--- src/rtl/obstacle_fetch_if.sv ---
// Avalon-MM read bus between the obstacle fetch master and the sprite RAM.
//   address    master->slave  word address
//   clken      master->slave  slave clock enable
//   chipselect master->slave  read strobe, one word per asserted cycle
//   write      master->slave  write enable (tied low by the read master)
//   writedata  master->slave  write data (tied low by the read master)
//   byteenable master->slave  byte lanes
//   readdata   slave->master  read data, valid a fixed latency after the strobe
interface obstacle_fetch_if #(
  parameter int unsigned ADDR_W = 10,
  parameter int unsigned DATA_W = 32
);
  logic [ADDR_W-1:0] address;
  logic              clken;
  logic              chipselect;
  logic              write;
  logic [DATA_W-1:0] writedata;
  logic [3:0]        byteenable;
  logic [DATA_W-1:0] readdata;

  modport master (
    output address, clken, chipselect, write, writedata, byteenable,
    input  readdata
  );

  modport slave (
    input  address, clken, chipselect, write, writedata, byteenable,
    output readdata
  );
endinterface

--- src/rtl/obstacle_fetch.sv ---
// Burst read master for the obstacle sprite RAM.
// Takes a (base address, length) command, reads the words in order over a
// fixed-latency Avalon-MM slave and streams them out through a valid/ready
// port backed by a small FIFO. Strobes are only issued when a FIFO slot is
// guaranteed, so back-pressure never drops a word.
// Ports:
//   clk_clk, reset_reset      clock, synchronous active-high reset
//   cmd_valid/ready/addr/len  burst command handshake
//   m                         Avalon-MM read master bus
//   out_valid/ready/data/last word stream to the renderer
//   busy                      command in progress
//   done                      one-cycle pulse when a command completes
module obstacle_fetch #(
  parameter int unsigned ADDR_W       = 10,
  parameter int unsigned DATA_W       = 32,
  parameter int unsigned LEN_W        = 11,
  parameter int unsigned READ_LATENCY = 1,
  parameter int unsigned FIFO_DEPTH   = 4
) (
  input  logic              clk_clk,
  input  logic              reset_reset,
  input  logic              cmd_valid,
  output logic              cmd_ready,
  input  logic [ADDR_W-1:0] cmd_addr,
  input  logic [LEN_W-1:0]  cmd_len,
  obstacle_fetch_if.master  m,
  output logic              out_valid,
  input  logic              out_ready,
  output logic [DATA_W-1:0] out_data,
  output logic              out_last,
  output logic              busy,
  output logic              done
);
  localparam int unsigned PTR_W = (FIFO_DEPTH > 1) ? $clog2(FIFO_DEPTH) : 1;
  localparam int unsigned CNT_W = $clog2(FIFO_DEPTH + READ_LATENCY + 1);

  typedef enum logic [1:0] {IDLE, ISSUE, DRAIN} state_t;

  state_t                  state_q, state_d;
  logic [ADDR_W-1:0]       addr_q, addr_d;
  logic [LEN_W-1:0]        remain_q, remain_d;
  logic                    done_q, done_d;
  logic [READ_LATENCY-1:0] pipe_vld_q, pipe_vld_d;
  logic [READ_LATENCY-1:0] pipe_last_q, pipe_last_d;
  logic [DATA_W-1:0]       fifo_data_q [FIFO_DEPTH];
  logic [DATA_W-1:0]       fifo_data_d [FIFO_DEPTH];
  logic [FIFO_DEPTH-1:0]   fifo_last_q, fifo_last_d;
  logic [PTR_W-1:0]        rd_ptr_q, rd_ptr_d, wr_ptr_q, wr_ptr_d;
  logic [CNT_W-1:0]        count_q, count_d;
  logic [CNT_W-1:0]        inflight;
  logic                    strobe, push, pop;

  function automatic logic [PTR_W-1:0] ptr_inc(input logic [PTR_W-1:0] p);
    return (p == PTR_W'(FIFO_DEPTH - 1)) ? '0 : p + PTR_W'(1);
  endfunction

  // Credit: every word already strobed but not yet popped owns a FIFO slot,
  // so a pop in this cycle is deliberately not counted as free space.
  assign inflight  = CNT_W'($countones(pipe_vld_q));
  assign strobe    = (state_q == ISSUE) && ((count_q + inflight) < CNT_W'(FIFO_DEPTH));
  assign push      = pipe_vld_q[READ_LATENCY-1];
  assign out_valid = (count_q != '0);
  assign pop       = out_valid && out_ready;
  assign out_data  = fifo_data_q[rd_ptr_q];
  assign out_last  = out_valid && fifo_last_q[rd_ptr_q];

  assign cmd_ready = (state_q == IDLE);
  assign busy      = (state_q != IDLE);
  assign done      = done_q;

  assign m.address    = addr_q;
  assign m.chipselect = strobe;
  assign m.clken      = 1'b1;
  assign m.write      = 1'b0;
  assign m.writedata  = '0;
  assign m.byteenable = 4'hF;

  // Sequencer
  always_comb begin
    state_d  = state_q;
    addr_d   = addr_q;
    remain_d = remain_q;
    done_d   = 1'b0;
    unique case (state_q)
      IDLE: begin
        if (cmd_valid) begin
          addr_d   = cmd_addr;
          remain_d = cmd_len;
          if (cmd_len != '0) state_d = ISSUE;
          else               done_d  = 1'b1;
        end
      end
      ISSUE: begin
        if (strobe) begin
          addr_d   = addr_q + ADDR_W'(1);
          remain_d = remain_q - LEN_W'(1);
          if (remain_q == LEN_W'(1)) state_d = DRAIN;
        end
      end
      DRAIN: begin
        if (pop && out_last) begin
          state_d = IDLE;
          done_d  = 1'b1;
        end
      end
      default: state_d = IDLE;
    endcase
  end

  // Read-return pipe and FIFO; the shift drops the oldest stage off the top.
  always_comb begin
    pipe_vld_d  = READ_LATENCY'({pipe_vld_q, strobe});
    pipe_last_d = READ_LATENCY'({pipe_last_q, strobe && (remain_q == LEN_W'(1))});
    fifo_data_d = fifo_data_q;
    fifo_last_d = fifo_last_q;
    wr_ptr_d    = wr_ptr_q;
    rd_ptr_d    = rd_ptr_q;
    count_d     = count_q;
    if (push) begin
      fifo_data_d[wr_ptr_q] = m.readdata;
      fifo_last_d[wr_ptr_q] = pipe_last_q[READ_LATENCY-1];
      wr_ptr_d              = ptr_inc(wr_ptr_q);
    end
    if (pop) rd_ptr_d = ptr_inc(rd_ptr_q);
    unique case ({push, pop})
      2'b10:   count_d = count_q + CNT_W'(1);
      2'b01:   count_d = count_q - CNT_W'(1);
      default: count_d = count_q;
    endcase
  end

  always_ff @(posedge clk_clk) begin
    if (reset_reset) begin
      state_q     <= IDLE;
      addr_q      <= '0;
      remain_q    <= '0;
      done_q      <= 1'b0;
      pipe_vld_q  <= '0;
      pipe_last_q <= '0;
      wr_ptr_q    <= '0;
      rd_ptr_q    <= '0;
      count_q     <= '0;
    end else begin
      state_q     <= state_d;
      addr_q      <= addr_d;
      remain_q    <= remain_d;
      done_q      <= done_d;
      pipe_vld_q  <= pipe_vld_d;
      pipe_last_q <= pipe_last_d;
      wr_ptr_q    <= wr_ptr_d;
      rd_ptr_q    <= rd_ptr_d;
      count_q     <= count_d;
    end
  end

  // Storage needs no reset: entries are only visible while counted valid.
  always_ff @(posedge clk_clk) begin
    fifo_data_q <= fifo_data_d;
    fifo_last_q <= fifo_last_d;
  end
endmodule

--- src/flat_wrapper.sv ---
// flat-port wrapper written by rule: the top's interface ports become plain ports
module obstacle_fetch_flat 
#(
  parameter int unsigned ADDR_W       = 10,
  parameter int unsigned DATA_W       = 32,
  parameter int unsigned LEN_W        = 11,
  parameter int unsigned READ_LATENCY = 1,
  parameter int unsigned FIFO_DEPTH   = 4
)
  (clk_clk, reset_reset, cmd_valid, cmd_ready, cmd_addr, cmd_len, out_valid, out_ready, out_data, out_last, busy, done, m_address, m_clken, m_chipselect, m_write, m_writedata, m_byteenable, m_readdata);
  obstacle_fetch_if #(.ADDR_W(ADDR_W), .DATA_W(DATA_W)) m_i ();
  input  logic clk_clk;
  input  logic reset_reset;
  input  logic cmd_valid;
  output logic cmd_ready;
  input  logic [ADDR_W-1:0] cmd_addr;
  input  logic [LEN_W-1:0] cmd_len;
  output logic out_valid;
  input  logic out_ready;
  output logic [DATA_W-1:0] out_data;
  output logic out_last;
  output logic busy;
  output logic done;
  output wire logic [$bits(m_i.address)-1:0] m_address;
  output wire logic [$bits(m_i.clken)-1:0] m_clken;
  output wire logic [$bits(m_i.chipselect)-1:0] m_chipselect;
  output wire logic [$bits(m_i.write)-1:0] m_write;
  output wire logic [$bits(m_i.writedata)-1:0] m_writedata;
  output wire logic [$bits(m_i.byteenable)-1:0] m_byteenable;
  input wire logic [$bits(m_i.readdata)-1:0] m_readdata;
  assign m_address = m_i.address;
  assign m_clken = m_i.clken;
  assign m_chipselect = m_i.chipselect;
  assign m_write = m_i.write;
  assign m_writedata = m_i.writedata;
  assign m_byteenable = m_i.byteenable;
  assign m_i.readdata = m_readdata;
  obstacle_fetch #(.ADDR_W(ADDR_W), .DATA_W(DATA_W), .LEN_W(LEN_W), .READ_LATENCY(READ_LATENCY), .FIFO_DEPTH(FIFO_DEPTH)) u_core (.clk_clk(clk_clk), .reset_reset(reset_reset), .cmd_valid(cmd_valid), .cmd_ready(cmd_ready), .cmd_addr(cmd_addr), .cmd_len(cmd_len), .m(m_i), .out_valid(out_valid), .out_ready(out_ready), .out_data(out_data), .out_last(out_last), .busy(busy), .done(done));
endmodule
--- config.mk ---
export PLATFORM = sky130hd
export DESIGN_NAME = obstacle_fetch_flat
export DESIGN_NICKNAME = d
export VERILOG_FILES = /design/src/rtl/obstacle_fetch_if.sv /design/src/rtl/obstacle_fetch.sv /design/src/flat_wrapper.sv
export SDC_FILE = /design/constraint.sdc
export NUM_CORES = 1
export LEC_CHECK = 0
export BUFFER_PORTS_ARGS = -buffer_cell sky130_fd_sc_hd__buf_2
export CAP_MARGIN = 20
export CORE_MARGIN = 8
export CORE_UTILIZATION = 59
export DETAILED_ROUTE_END_ITERATION = 7
export HOLD_SLACK_MARGIN = 0.12
export MAX_ROUTING_LAYER = met4
export PLACE_DENSITY = 0.85
export SETUP_SLACK_MARGIN = 0.1
export SLEW_MARGIN = 20
export SYNTH_ARGS = -nofsm -noshare
export SYNTH_HDL_FRONTEND = slang
export SYNTH_SLANG_ARGS = --single-unit
export TNS_END_PERCENT = 5
--- constraint.sdc ---
create_clock -name clk_clk -period 5.38 [get_ports clk_clk]
set_clock_uncertainty 0.2 [all_clocks]
set_input_delay 1.614 -clock clk_clk [delete_from_list [all_inputs] [get_ports clk_clk]]
set_output_delay 1.614 -clock clk_clk [all_outputs]
set_load 0.02 [all_outputs]
# Word-level counts from Yosys, hierarchy flattened
# Index checks and enable logic that the tools add are counted.
[op_classes]
n_addsub = 7
n_lt_le_gt_ge = 7
eq_ne = 12
n_mux = 30
bitwise = 2
n_reduce_logical = 15
[op_table]
columns = ["op", "n"]
rows = [
  ["bitwise mux 128 bit", 1],
  ["two-way mux 32 bit", 3],
  ["binary-select mux 32 bit (select 2 bit)", 1],
  ["demux 32 bit (select 2 bit)", 1],
  ["two-way mux 11 bit", 2],
  ["case mux 11 bit (2 select lines)", 1],
  ["two-way mux 10 bit", 2],
  ["case mux 10 bit (2 select lines)", 1],
  ["two-way mux 2 bit", 7],
  ["== test 11 x 1 -> 1 bit (second input constant)", 1],
  ["nonzero test 11 bit", 1],
  ["subtractor 11 x 1 -> 11 bit (second input constant)", 1],
  ["adder 10 x 1 -> 10 bit (second input constant)", 1],
  ["== test 2 bit (second input constant)", 4],
  ["logical AND 1 bit", 7],
  ["greater-or-equal comparator 3 bit (second input constant)", 2],
  ["< comparator 2 x 3 -> 1 bit (second input constant)", 2],
  ["inequality test 2 x 1 -> 1 bit (second input constant)", 3],
  ["inverter 2 -> 3 bit", 2],
  ["case mux 2 bit (3 select lines)", 1],
  ["case mux 3 bit (2 select lines)", 1],
  ["nonzero test 2 bit", 3],
  ["two-way mux 1 bit", 5],
  ["AND reduction 5 bit", 1],
  ["other kinds (16)", 19],
]
[totals]
regBits = 165
input_bits = 57
out_inout_bits = 86
wordCells = 87

# Depth between registers and ports, before layout
[logic_depth]
ltp_word = 6
depth_mapped = 7
mapped_depth_nobuf = 7

# Worst setup path after synthesis
# No wires, ideal clock.
[synth_path]
path_type = "in2reg"
from = "input out_ready"
to = "register u_core.count_q[2]"
setup_ns = 0.071
t_arrival_ns = 3.014
t_required_ns = 5.109
setup_slack_ns = 2.095
stages = 7
path_buffers = 0
path_cell_list = "o31a_1 > ha_1 > inv_1 > fa_1 > xor2_1 > or3_1 > a21oi_1"
[synth_between]
elab_chain_len = 3
word_cells_on_any_way = 5
classes_between = "2 x eq/ne; 1 x mux; 2 x reduce/logical"
[synth_lines]
columns = ["item", "line_no", "text"]
rows = [
  ["start, declared", "flat_wrapper.sv:19", "input logic out_ready;"],
  ["logical AND 1 bit *", "obstacle_fetch.sv:63", "assign pop = out_valid && out_ready;"],
  ["== test 2 x 1 -> 1 bit / == test 2 bit (equally long branches)", "obstacle_fetch.sv:125", "unique case ({push, pop})"],
  ["case mux 3 bit (2 select lines) / nonzero test 2 bit (equally long branches)", "--", ""],
  ["end signal, assigned", "obstacle_fetch.sv:152", "count_q <= count_d;"],
  ["end, declared", "obstacle_fetch.sv:49", "logic [CNT_W-1:0] count_q, count_d;"],
]
# Every way passes the cells marked *; elsewhere a longest branch is shown, timed or not.
# A chain may end at the register's enable or synchronous reset.

# Final worst setup path
[layout_path]
from = "register u_core.rd_ptr_q[0]"
to = "output out_data[1]"
[layout_between]
elab_chain_len = 4
[layout_lines]
columns = ["item", "line_no", "text"]
rows = [
  ["start, declared", "obstacle_fetch.sv:48", "logic [PTR_W-1:0] rd_ptr_q, rd_ptr_d, wr_ptr_q, wr_ptr_d;"],
  ["start signal, assigned", "obstacle_fetch.sv:151", "rd_ptr_q <= rd_ptr_d;"],
  ["inverter 2 -> 3 bit (implied by the code)", "obstacle_fetch.sv:64", "assign out_data = fifo_data_q[rd_ptr_q];"],
  ["binary-select mux 32 bit (select 2 bit)", "obstacle_fetch.sv:64", ""],
  ["two-way mux 32 bit (implied by the code) (2 in a row)", "obstacle_fetch.sv:64", ""],
  ["end, declared", "flat_wrapper.sv:20", "output logic [DATA_W-1:0] out_data;"],
]
# No other way between the ends. The select of a mux whose other input is x is not followed.

==> results.sh <==
export IMPL_dieArea_sq_um=16000
export IMPL_cts_resized=0
export IMPL_hpwl_mm=9.87
export IMPL_finalSetupViolCount=0
export IMPL_area_delta_synth_final_pct=14.5
export IMPL_cts_hold_buf=0
export IMPL_layout_common_cells="132 x edfxtp_1, 104 x buf_2, 38 x conb_1"
export IMPL_cts_max_path_buffers=2
export IMPL_cpPeakStageDelay_ns=0.75
export IMPL_synth_top_cells_by_area="edfxtp_1 55%, mux4_2 10%, dfxtp_1 9.2%, buf_4 4.0%, o32ai_2 2.0%"
export IMPL_cp_data_required_time_ns=3.57
export IMPL_avgSynthCellArea_sq_um=15.3
export IMPL_powerDensity_nw_per_um2=415
export IMPL_multi_input_area_sq_um=2240
export IMPL_viasPerCell=5.93
export IMPL_critPathMaxFanout=20
export IMPL_via_count=4325
export IMPL_first_global_vias=4450
export IMPL_hold_path_startpoint="u_core.remain_q[10]$_SDFFE_PP0P_"
export IMPL_fill_cells=803
export IMPL_synth_top_area_share_pct=55.2
export IMPL_grtUsageTotal_pct=19.5
export IMPL_yosysSeqAreaShare_pct=64.4
export IMPL_postSynthCellCount=469
export IMPL_crit_chain="buf_4, mux4_2, buf_2"
export IMPL_startpoint="u_core.rd_ptr_q[0]$_SDFFE_PP0P_"
export IMPL_die_y_um=126
export IMPL_tightest_slew_ns=0.891
export IMPL_status="completed"
export IMPL_cts_buffers=17
export IMPL_yosys_most_used_dff="edfxtp_1"
export IMPL_clkLatencyLatePin_ns=0.41
export IMPL_io_pins=143
export IMPL_fin_nets=635
export IMPL_setup_tns_ns=0
export IMPL_clock_sinks=165
export IMPL_hold_class="reg2reg"
export IMPL_cellLeakagePower_nw=2.96
export IMPL_fin_crit_sh_pct=77.7
export IMPL_period_minus_slack_ns=4.18
export IMPL_cts_setup_buffers=0
export IMPL_register_area_sq_um=4630
export IMPL_row_count=40
export IMPL_drv_cap=0
export IMPL_fmax_ghz=0.239
export IMPL_grt_overflow=0
export IMPL_critPathKind="reg2out"
export IMPL_end_kind="primary output"
export IMPL_drv_slew=0
export IMPL_synth_edf_count=132
export IMPL_route_detailed_drc=0
export IMPL_rsz0062_at_grt="false"
export IMPL_yosysWarnings=0
export IMPL_ys_ff_latch=165
export IMPL_async_flop_share_pct=0
export IMPL_ant_nets=0
export IMPL_netlist_area_sq_um=7180
export IMPL_timing_rr_start="u_core.count_q[2]$_SDFFE_PP0P_"
export IMPL_die_x_um=126
export IMPL_gp_congestion=0.893
export IMPL_drt_first_pass_iters=5
export IMPL_final_common_cell="edfxtp_1"
export IMPL_cp_start_kind="flop"
export IMPL_io_buffers=104
export IMPL_drive_gt1_share_pct=32.7
export IMPL_grt_antenna_before_repair=1
export IMPL_max_slew_margin_pct=40.6
export IMPL_grt_start_max_net_pins=44
export IMPL_utilization_pct=68.7
export IMPL_hold_viol_final=0
export IMPL_wirelength_mm=14.8
export IMPL_worstPathArrival_ns=2.37
export IMPL_coreArea_sq_um=12000
export IMPL_grt_pass1_wl_mm=23.5
export IMPL_cts_tree="built"
export IMPL_start_util_pct=60.0
export IMPL_synth_top_area_cell="edfxtp_1"
export IMPL_cts_root_buf="clkbuf_16"
export IMPL_drt_initial_drc_count=415
export IMPL_cts_max_level=4
export IMPL_ys_types=59
export IMPL_avgRoutedWirePerCell_um=20.3
export IMPL_peakVddDrop_mv=0.185
export IMPL_clk_pin_slew_ns=0.06
export IMPL_cpMaxStageDelayCell="dfxtp_2"
[report_power, final]
group          internal, mW  switching [mW]
Clock                 0.713           0.440
Combinational         0.301           0.431
Sequential             1.44          0.0865
Total                  2.46           0.958
[flip-flops by register name, summed over array words and instances, names as in the netlist]
| name | cells |
|---|---|
| u_core.count_q | 3 |
| u_core.done | 1 |
| u_core.fifo_data_q | 128 |
| u_core.fifo_last_q | 4 |
| u_core.m.address | 10 |
| u_core.pipe_last_q | 1 |
| u_core.pipe_vld_q | 1 |
| u_core.rd_ptr_q | 2 |
| u_core.remain_q | 11 |
| u_core.state_q | 2 |
| u_core.wr_ptr_q | 2 |
[cell type report]
class,count,area share [%]
Sequential cell,165,56.3
Multi-Input combinational cell,262,27.2
Timing Repair Buffer,106,6.51
Clock buffer,29,6.47
Tap cell,147,2.24
Inverter,16,0.761
Clock inverter,3,0.487
Antenna cell,1,0.0304
[cell usage after synthesis, types with 6 or more instances]
master    instances
a21oi_1          26
a221oi_1          6
and2_1            7
buf_2            10
buf_4            38
clkbuf_1         12
dfxtp_1          33
edfxtp_1        132
ha_1              9
inv_1            15
mux4_2           33
nand2_1          22
nor2_1           23
nor3_1           10
o21ai_0           6
o32ai_2           9
[critical path: cells and delay by family (launching register included)]
kind | cells | cell delay (ns)
buf+inv | 2 | 0.62
flops | 1 | 0.75
mux | 1 | 0.58
[layer usage]
metal | global-route usage, % | wire [um]
met1 | 23.6 | 5900
met2 | 31.5 | 7420
met3 | 4.78 | 1240
met4 | 6.94 | 230
met5 | - | 0
[cells by family (layout without fill, tap and decap cells)]
group / Yosys count / after routing / synth area share, %
flip-flops: 165 / 165 / 64.4
AND/OR/NAND/NOR: 96 / 96 / 7.28
AO/OA/AOI/OAI: 78 / 78 / 8.52
buffers and inverters: 78 / 154 / 6.38
multiplexers: 37 / 37 / 11.1
adder cells (fa/ha/maj): 10 / 10 / 1.85
XOR/XNOR: 3 / 3 / 0.366
other: 2 / 39 / 0.105
[per-stage QoR]
| stage | total power [mW] | setup WS [ns] | std cells | hold WS, ns | area, sq um |
|---|---|---|---|---|---|
| floorplan | 2.10 | 2.09 | 505 | 0.238 | 7310 |
| global placement | 2.25 | 1.66 | 696 | 0.248 | 7650 |
| detailed placement | 2.28 | 1.58 | 696 | 0.272 | 7650 |
| CTS | 3.42 | 1.11 | 728 | 0.280 | 8220 |
| global route | 3.55 | 1.02 | 729 | 0.305 | 8220 |
| finish | 3.41 | 1.20 | 729 | 0.279 | 8220 |
[final timing paths]
path	end	slack [ns]	cells past startpoint
worst min-delay path	u_core.remain_q[10]$_SDFFE_PP0P_	0.28	2
worst max register to register	u_core.count_q[2]$_SDFFE_PP0P_	3.03	7
worst min register to register	u_core.remain_q[10]$_SDFFE_PP0P_	0.28	2
worst max-delay path	out_data[1]	1.20	3
Power figures use the tool's default switching activity.
